### config.mk
export PLATFORM = sky130hd
export DESIGN_NAME = data_memory_pipe
export DESIGN_NICKNAME = d
export VERILOG_FILES = /design/src/rtl/data_memory_pipe.sv
export SDC_FILE = /design/constraint.sdc
export NUM_CORES = 2
export LEC_CHECK = 0
export BUFFER_PORTS_ARGS = -buffer_cell sky130_fd_sc_hd__buf_2
export CAP_MARGIN = 20
export CORE_MARGIN = 5
export CORE_UTILIZATION = 65
export CTS_BUF_LIST = sky130_fd_sc_hd__clkbuf_2 sky130_fd_sc_hd__clkbuf_4 sky130_fd_sc_hd__clkbuf_8
export DETAILED_ROUTE_END_ITERATION = 8
export HOLD_SLACK_MARGIN = 0.1
export PLACE_DENSITY_LB_ADDON = 0.1
export RECOVER_POWER = 25
export SLEW_MARGIN = 10
export SYNTH_ARGS = -nofsm -noshare
export SYNTH_HDL_FRONTEND = slang
export SYNTH_SLANG_ARGS = --single-unit
### constraint.sdc
create_clock -name clk -period 5.18 [get_ports clk]
set_input_delay 0.259 -clock clk [delete_from_list [all_inputs] [get_ports clk]]
set_output_delay 0.259 -clock clk [all_outputs]
set_load 0.01 [all_outputs]
### src/rtl/data_memory_pipe.sv
// Synchronous data memory with valid/ready request port and a 1..4 stage read pipeline.
// Responses carry backpressure; out-of-range reads return zero with resp_error set.
module data_memory_pipe #(
    parameter int DATA_WIDTH   = 8,
    parameter int ADDR_WIDTH   = 8,
    parameter int DEPTH        = 256,
    parameter int READ_LATENCY = 1
) (
    input  logic                  clk,
    input  logic                  reset,
    input  logic                  req_valid,
    output logic                  req_ready,
    input  logic                  req_write,
    input  logic [ADDR_WIDTH-1:0] addr,
    input  logic [DATA_WIDTH-1:0] wdata,
    output logic                  resp_valid,
    input  logic                  resp_ready,
    output logic [DATA_WIDTH-1:0] rdata,
    output logic                  resp_error
);

    localparam int IDX_W = (DEPTH > 1) ? $clog2(DEPTH) : 1;

    // Power-up image: words 0 and 1 carry the legacy boot constants, the rest are zero.
    logic [DATA_WIDTH-1:0] mem [0:DEPTH-1] = '{0: DATA_WIDTH'(8'h48), 1: DATA_WIDTH'(8'h08), default: '0};

    logic [READ_LATENCY:1]                 vld_pipe;
    logic [READ_LATENCY:1]                 err_pipe;
    logic [READ_LATENCY:1][DATA_WIDTH-1:0] dat_pipe;

    logic                  stall;
    logic                  accept;
    logic                  rd_acc;
    logic                  wr_acc;
    logic                  in_range;
    logic [IDX_W-1:0]      mem_idx;
    logic [DATA_WIDTH-1:0] rd_word;

    // Full-width compare so high address bits never alias onto low words.
    assign in_range = {1'b0, addr} < (ADDR_WIDTH + 1)'(DEPTH);
    assign mem_idx  = addr[IDX_W-1:0];
    assign rd_word  = in_range ? mem[mem_idx] : '0;

    assign stall     = resp_valid & ~resp_ready;
    assign req_ready = ~stall;
    assign accept    = req_valid & req_ready & ~reset;
    assign rd_acc    = accept & ~req_write;
    assign wr_acc    = accept & req_write;

    // Array contents survive reset; only the reset qualifier on accept blocks writes.
    always_ff @(posedge clk) begin
        if (wr_acc && in_range)
            mem[mem_idx] <= wdata;
    end

    // Data/error registers only load behind a valid entry, so rdata holds across bubbles.
    always_ff @(posedge clk or posedge reset) begin
        if (reset) begin
            vld_pipe <= '0;
            err_pipe <= '0;
            dat_pipe <= '0;
        end else if (!stall) begin
            vld_pipe[1] <= rd_acc;
            if (rd_acc) begin
                dat_pipe[1] <= rd_word;
                err_pipe[1] <= ~in_range;
            end
            for (int i = 2; i <= READ_LATENCY; i++) begin
                vld_pipe[i] <= vld_pipe[i-1];
                if (vld_pipe[i-1]) begin
                    dat_pipe[i] <= dat_pipe[i-1];
                    err_pipe[i] <= err_pipe[i-1];
                end
            end
        end
    end

    assign resp_valid = vld_pipe[READ_LATENCY];
    assign rdata      = dat_pipe[READ_LATENCY];
    assign resp_error = err_pipe[READ_LATENCY];

endmodule
==> key figures <==
Status
  • Status: finished, violations left
  • Failing checks: max-capacitance violations, max-slew violations

Finish
  • Cell area after layout: about 89,000 µm²
  • Fin util: a little over 70%
  • Proportion of layout cells with a drive suffix above 1: 26.6%
  • Filler Cell Count: ~7k
  • Area added between synthesis and finish: 10.5%
  • Post-layout nets: slightly above 4k
  • Post-route non-filler standard cell count: about 6k

GRT
  • Total track usage: between 30% and 40%
  • Wire length of the first global-routing pass: 303,000 µm
  • Antenna violations before repair: 3
  • Aggregate global routing overflow: 0
  • Largest net degree at the start of global routing: about 150
  • Via count of the first global-routing pass: 41.9k

Floorplan
  • Die extent in y: approximately 360 µm
  • Die area: between 100,000 and 150,000 µm²
  • Number of top-level design ports: 32
  • Die width: approximately 360 µm
  • # rows: 128
  • Area of the core region: between 100,000 and 150,000 µm²
  • Starting utilization of the core area: approximately 66%

Placed design
  • Port Buffers: 30
  • Count of placed standard cells including taps: about 5.3k
  • HPWL after detailed placement: about 130,000 µm
  • Post-place instance area: 82,300 µm²
  • Post-placement setup slack: approximately 1 ns
  • Weighted congestion reported at the end of routability-driven placement: around 0.94

Route
  • Post-route DRC violation count: 0
  • Initial DRC count: 5,747
  • Detailed-route wire length: roughly 210,000 µm
  • Router iterations before antenna repair: 8
  • Antenna-violating nets left: 0
  • Post-detailed-route via-to-cell ratio: 7.02
  • DR WL/cell: 35.8 µm
  • Total number of vias: 41.5k

Synth
  • Number of warning messages in the yosys log: 0
  • Number of instances in the synthesized netlist: about 3.8k
  • Net count after synthesis: 3,815
  • Number of distinct standard cells referenced by the synthesized netlist: 66
  • Top post-synthesis cells by area: sky130_fd_sc_hd__edfxtp_1 77%, sky130_fd_sc_hd__mux4_2 13%, sky130_fd_sc_hd__mux2i_1 2.2%
  • Number of enable flip-flop cells after synthesis: 2,048
  • Leading register cell type out of synthesis: sky130_fd_sc_hd__edfxtp_1
  • Average footprint of a synthesized cell: ~21 µm²
  • Flop and latch count out of synthesis: 2,057
  • Share of synthesized flip-flops with an asynchronous set or reset: less than 1%
  • Library cell with the largest summed area after synthesis: sky130_fd_sc_hd__edfxtp_1
  • Netlist area before placement: roughly 80,000 µm²
  • Post-synthesis sequential area ratio: 76.9%
  • Area share of the largest cell type after synthesis: about three quarters

Timing
  • Total of endpoints with negative setup slack in the final report: 0
  • Fraction of the cycle the final worst path needs: between 80 and 90%
  • Min cycle time layout: 4.49 ns
  • Slew HR: -214%
  • Worst hold slack: between 0.2 and 0.3 ns
  • Post-Route Setup TNS: 0 ns
  • Worst Max-Slew Pin Slew: 4.71 ns
  • Final worst clock skew: ~0.050 ns
  • Timing-limited maximum frequency: approximately 0.22 GHz
  • Fin worst setup slack: 0.690 ns
  • Hold Vio Cnt, Final: 0
  • Unrepaired setup endpoints after global routing: no
  • Final Max Tran Viols: a little over 1k

Power and ir drop
  • Power per unit of standard cell area: ~380 nW/µm²
  • Sum of internal, switching and leakage power: 33.6 mW
  • Leakage power: ~28 nW
  • Peak supply drop: roughly 0.36 mV

Clock tree
  • CTS tree: built
  • Clock transition at the registers of the reported paths: 0.06 ns
  • TritonCTS Buffers: 330
  • Postcts setup bufs: 0
  • H-tree depth: 5
  • Max Root-Sink Buffers: 4
  • CTS root buf: sky130_fd_sc_hd__clkbuf_8
  • CTS-repair resized insts: 0
  • Hold-fix buffer count after cts: 16
  • Clock network latency to the later pin of the worst-skew pair: 1.00 ns
  • Sink count of the clock tree: 2,057

Run
  • Count of max-cap constraint violations: 9

Setup path
  • Worst Setup End Kind: flip-flop
  • Arrival time at the worst endpoint: roughly 5.2 ns
  • Type of origin of the critical path: primary input
  • CP Cell Sequence: dlygate4sd3_1, clkbuf_1, buf_4
  • Slowest cell delay on critical path: approximately 3.3 ns
  • Worst R2R Path Depth: 7
  • Worst r2r dst: mem[176][3]$_DFFE_PP_
  • Highest net fanout along the worst path: 86
  • Required @ worst endpoint: 5.85 ns
  • Classification of the worst setup path: primary input to flip-flop
  • Worst-case register-to-register setup slack: between 1 and 1.5 ns
  • R2r startpoint: resp_valid$_DFFE_PP0N_
  • Max stage delay cell, worst path: sky130_fd_sc_hd__clkbuf_1

Worst hold path
  • Worst hold-check path type: primary input to flip-flop
  • Worst min-delay path startpoint: addr[4]
  • Count of cells along the worst hold path: 4
  • Endpoint with the worst hold slack: rdata[7]$_DFFE_PP0P_
[routing by layer]
layer  global-route usage (%)  share of wire, %  up-vias
met1                     46.0                36    21522
met5                        0                 0        -
li1                         -                 -    16352
met4                     14.7               5.0        0
met2                     48.9                46     3036
met3                     9.62                13      606
[worst max path at each step]
stage | cells past startpoint | start | slack [ns] | endpoint
after floorplan | 10 | addr[1] | 2.41 | mem[125][0]$_DFFE_PP_
after global placement | 9 | addr[1] | 1.0 | rdata[6]$_DFFE_PP0P_
after detailed placement | 9 | addr[1] | 0.98 | rdata[6]$_DFFE_PP0P_
after CTS | 9 | reset | 1.37 | mem[176][1]$_DFFE_PP_
after global routing | 2 | wdata[2] | 0.62 | mem[175][2]$_DFFE_PP_
final | 3 | wdata[0] | 0.69 | mem[26][0]$_DFFE_PP_
[layout make-up]
| class | count | area [µm²] | share of cell area [%] |
|---|---|---|---|
| antenna | 3 | 7.51 | 0.00847 |
| clock buffer | 429 | 5350 | 6.04 |
| clock inverter | 130 | 891 | 1.01 |
| inverter | 5 | 22.5 | 0.0254 |
| multi-input combinational | 1500 | 17100 | 19.3 |
| sequential | 2057 | 61700 | 69.6 |
| tap | 1625 | 2030 | 2.29 |
| timing repair buffer | 164 | 1470 | 1.65 |
[cells in the mapped netlist (all sizes together) (14+ instances only)]
library cell / count
o21ai: 27
clkbuf: 79
nor2: 292
a211oi: 28
a221oi: 15
buf: 153
nor2b: 26
o221ai: 14
o22ai: 23
nor3: 17
a21oi: 33
mux2: 20
mux4: 475
a22oi: 55
nand4: 19
mux2i: 176
nand2: 118
a31oi: 15
edfxtp: 2048
nand3: 41
[layout by cell type (no fill, tap or decap), types with 13 or more instances in the layout]
cell                            count
sky130_fd_sc_hd__a221oi_1          15
sky130_fd_sc_hd__clkinv_1          78
sky130_fd_sc_hd__mux2i_1          176
sky130_fd_sc_hd__buf_4             96
sky130_fd_sc_hd__nand3_1           37
sky130_fd_sc_hd__nor2_1           290
sky130_fd_sc_hd__a21oi_1           33
sky130_fd_sc_hd__o221ai_1          14
sky130_fd_sc_hd__a22oi_1           55
sky130_fd_sc_hd__bufinv_16         13
sky130_fd_sc_hd__edfxtp_1        2048
sky130_fd_sc_hd__mux2_2            20
sky130_fd_sc_hd__o21ai_0           26
sky130_fd_sc_hd__mux4_2           475
sky130_fd_sc_hd__clkinv_2          36
sky130_fd_sc_hd__clkbuf_4          88
sky130_fd_sc_hd__nor3_1            17
sky130_fd_sc_hd__buf_12            17
sky130_fd_sc_hd__nor2b_1           21
sky130_fd_sc_hd__buf_2             17
sky130_fd_sc_hd__clkbuf_8         341
sky130_fd_sc_hd__a31oi_1           15
sky130_fd_sc_hd__o22ai_1           23
sky130_fd_sc_hd__nand2_1          118
sky130_fd_sc_hd__nand4_1           19
sky130_fd_sc_hd__a211oi_1          28
sky130_fd_sc_hd__dlygate4sd3_1     16
[critical path: cells and delay by family]
family,cells,cell delay (ns)
buffers and inverters,3,4.78
[kinds of logic after synthesis]
logic type             count (synthesis)  synth area share [%]
other                                  1               0.00467
AOI/OAI and AO/OA                    271                  2.43
and+or+nand+nor                      557                  3.02
muxes                                671                  15.8
buffers and inverters                237                  1.79
DFF                                 2057                  76.9
[state kept, by name (all words and copies together), names as in the netlist]
name and cells:
rdata 8, resp_valid 1, mem 2048
[power by group]
part	switching, mW	internal, mW
Clock	6.15	7.35
Combinational	1.17	0.572
Sequential	0.0140	18.4
Total	7.33	26.3
No activity file was read; power rests on OpenSTA's default activity.
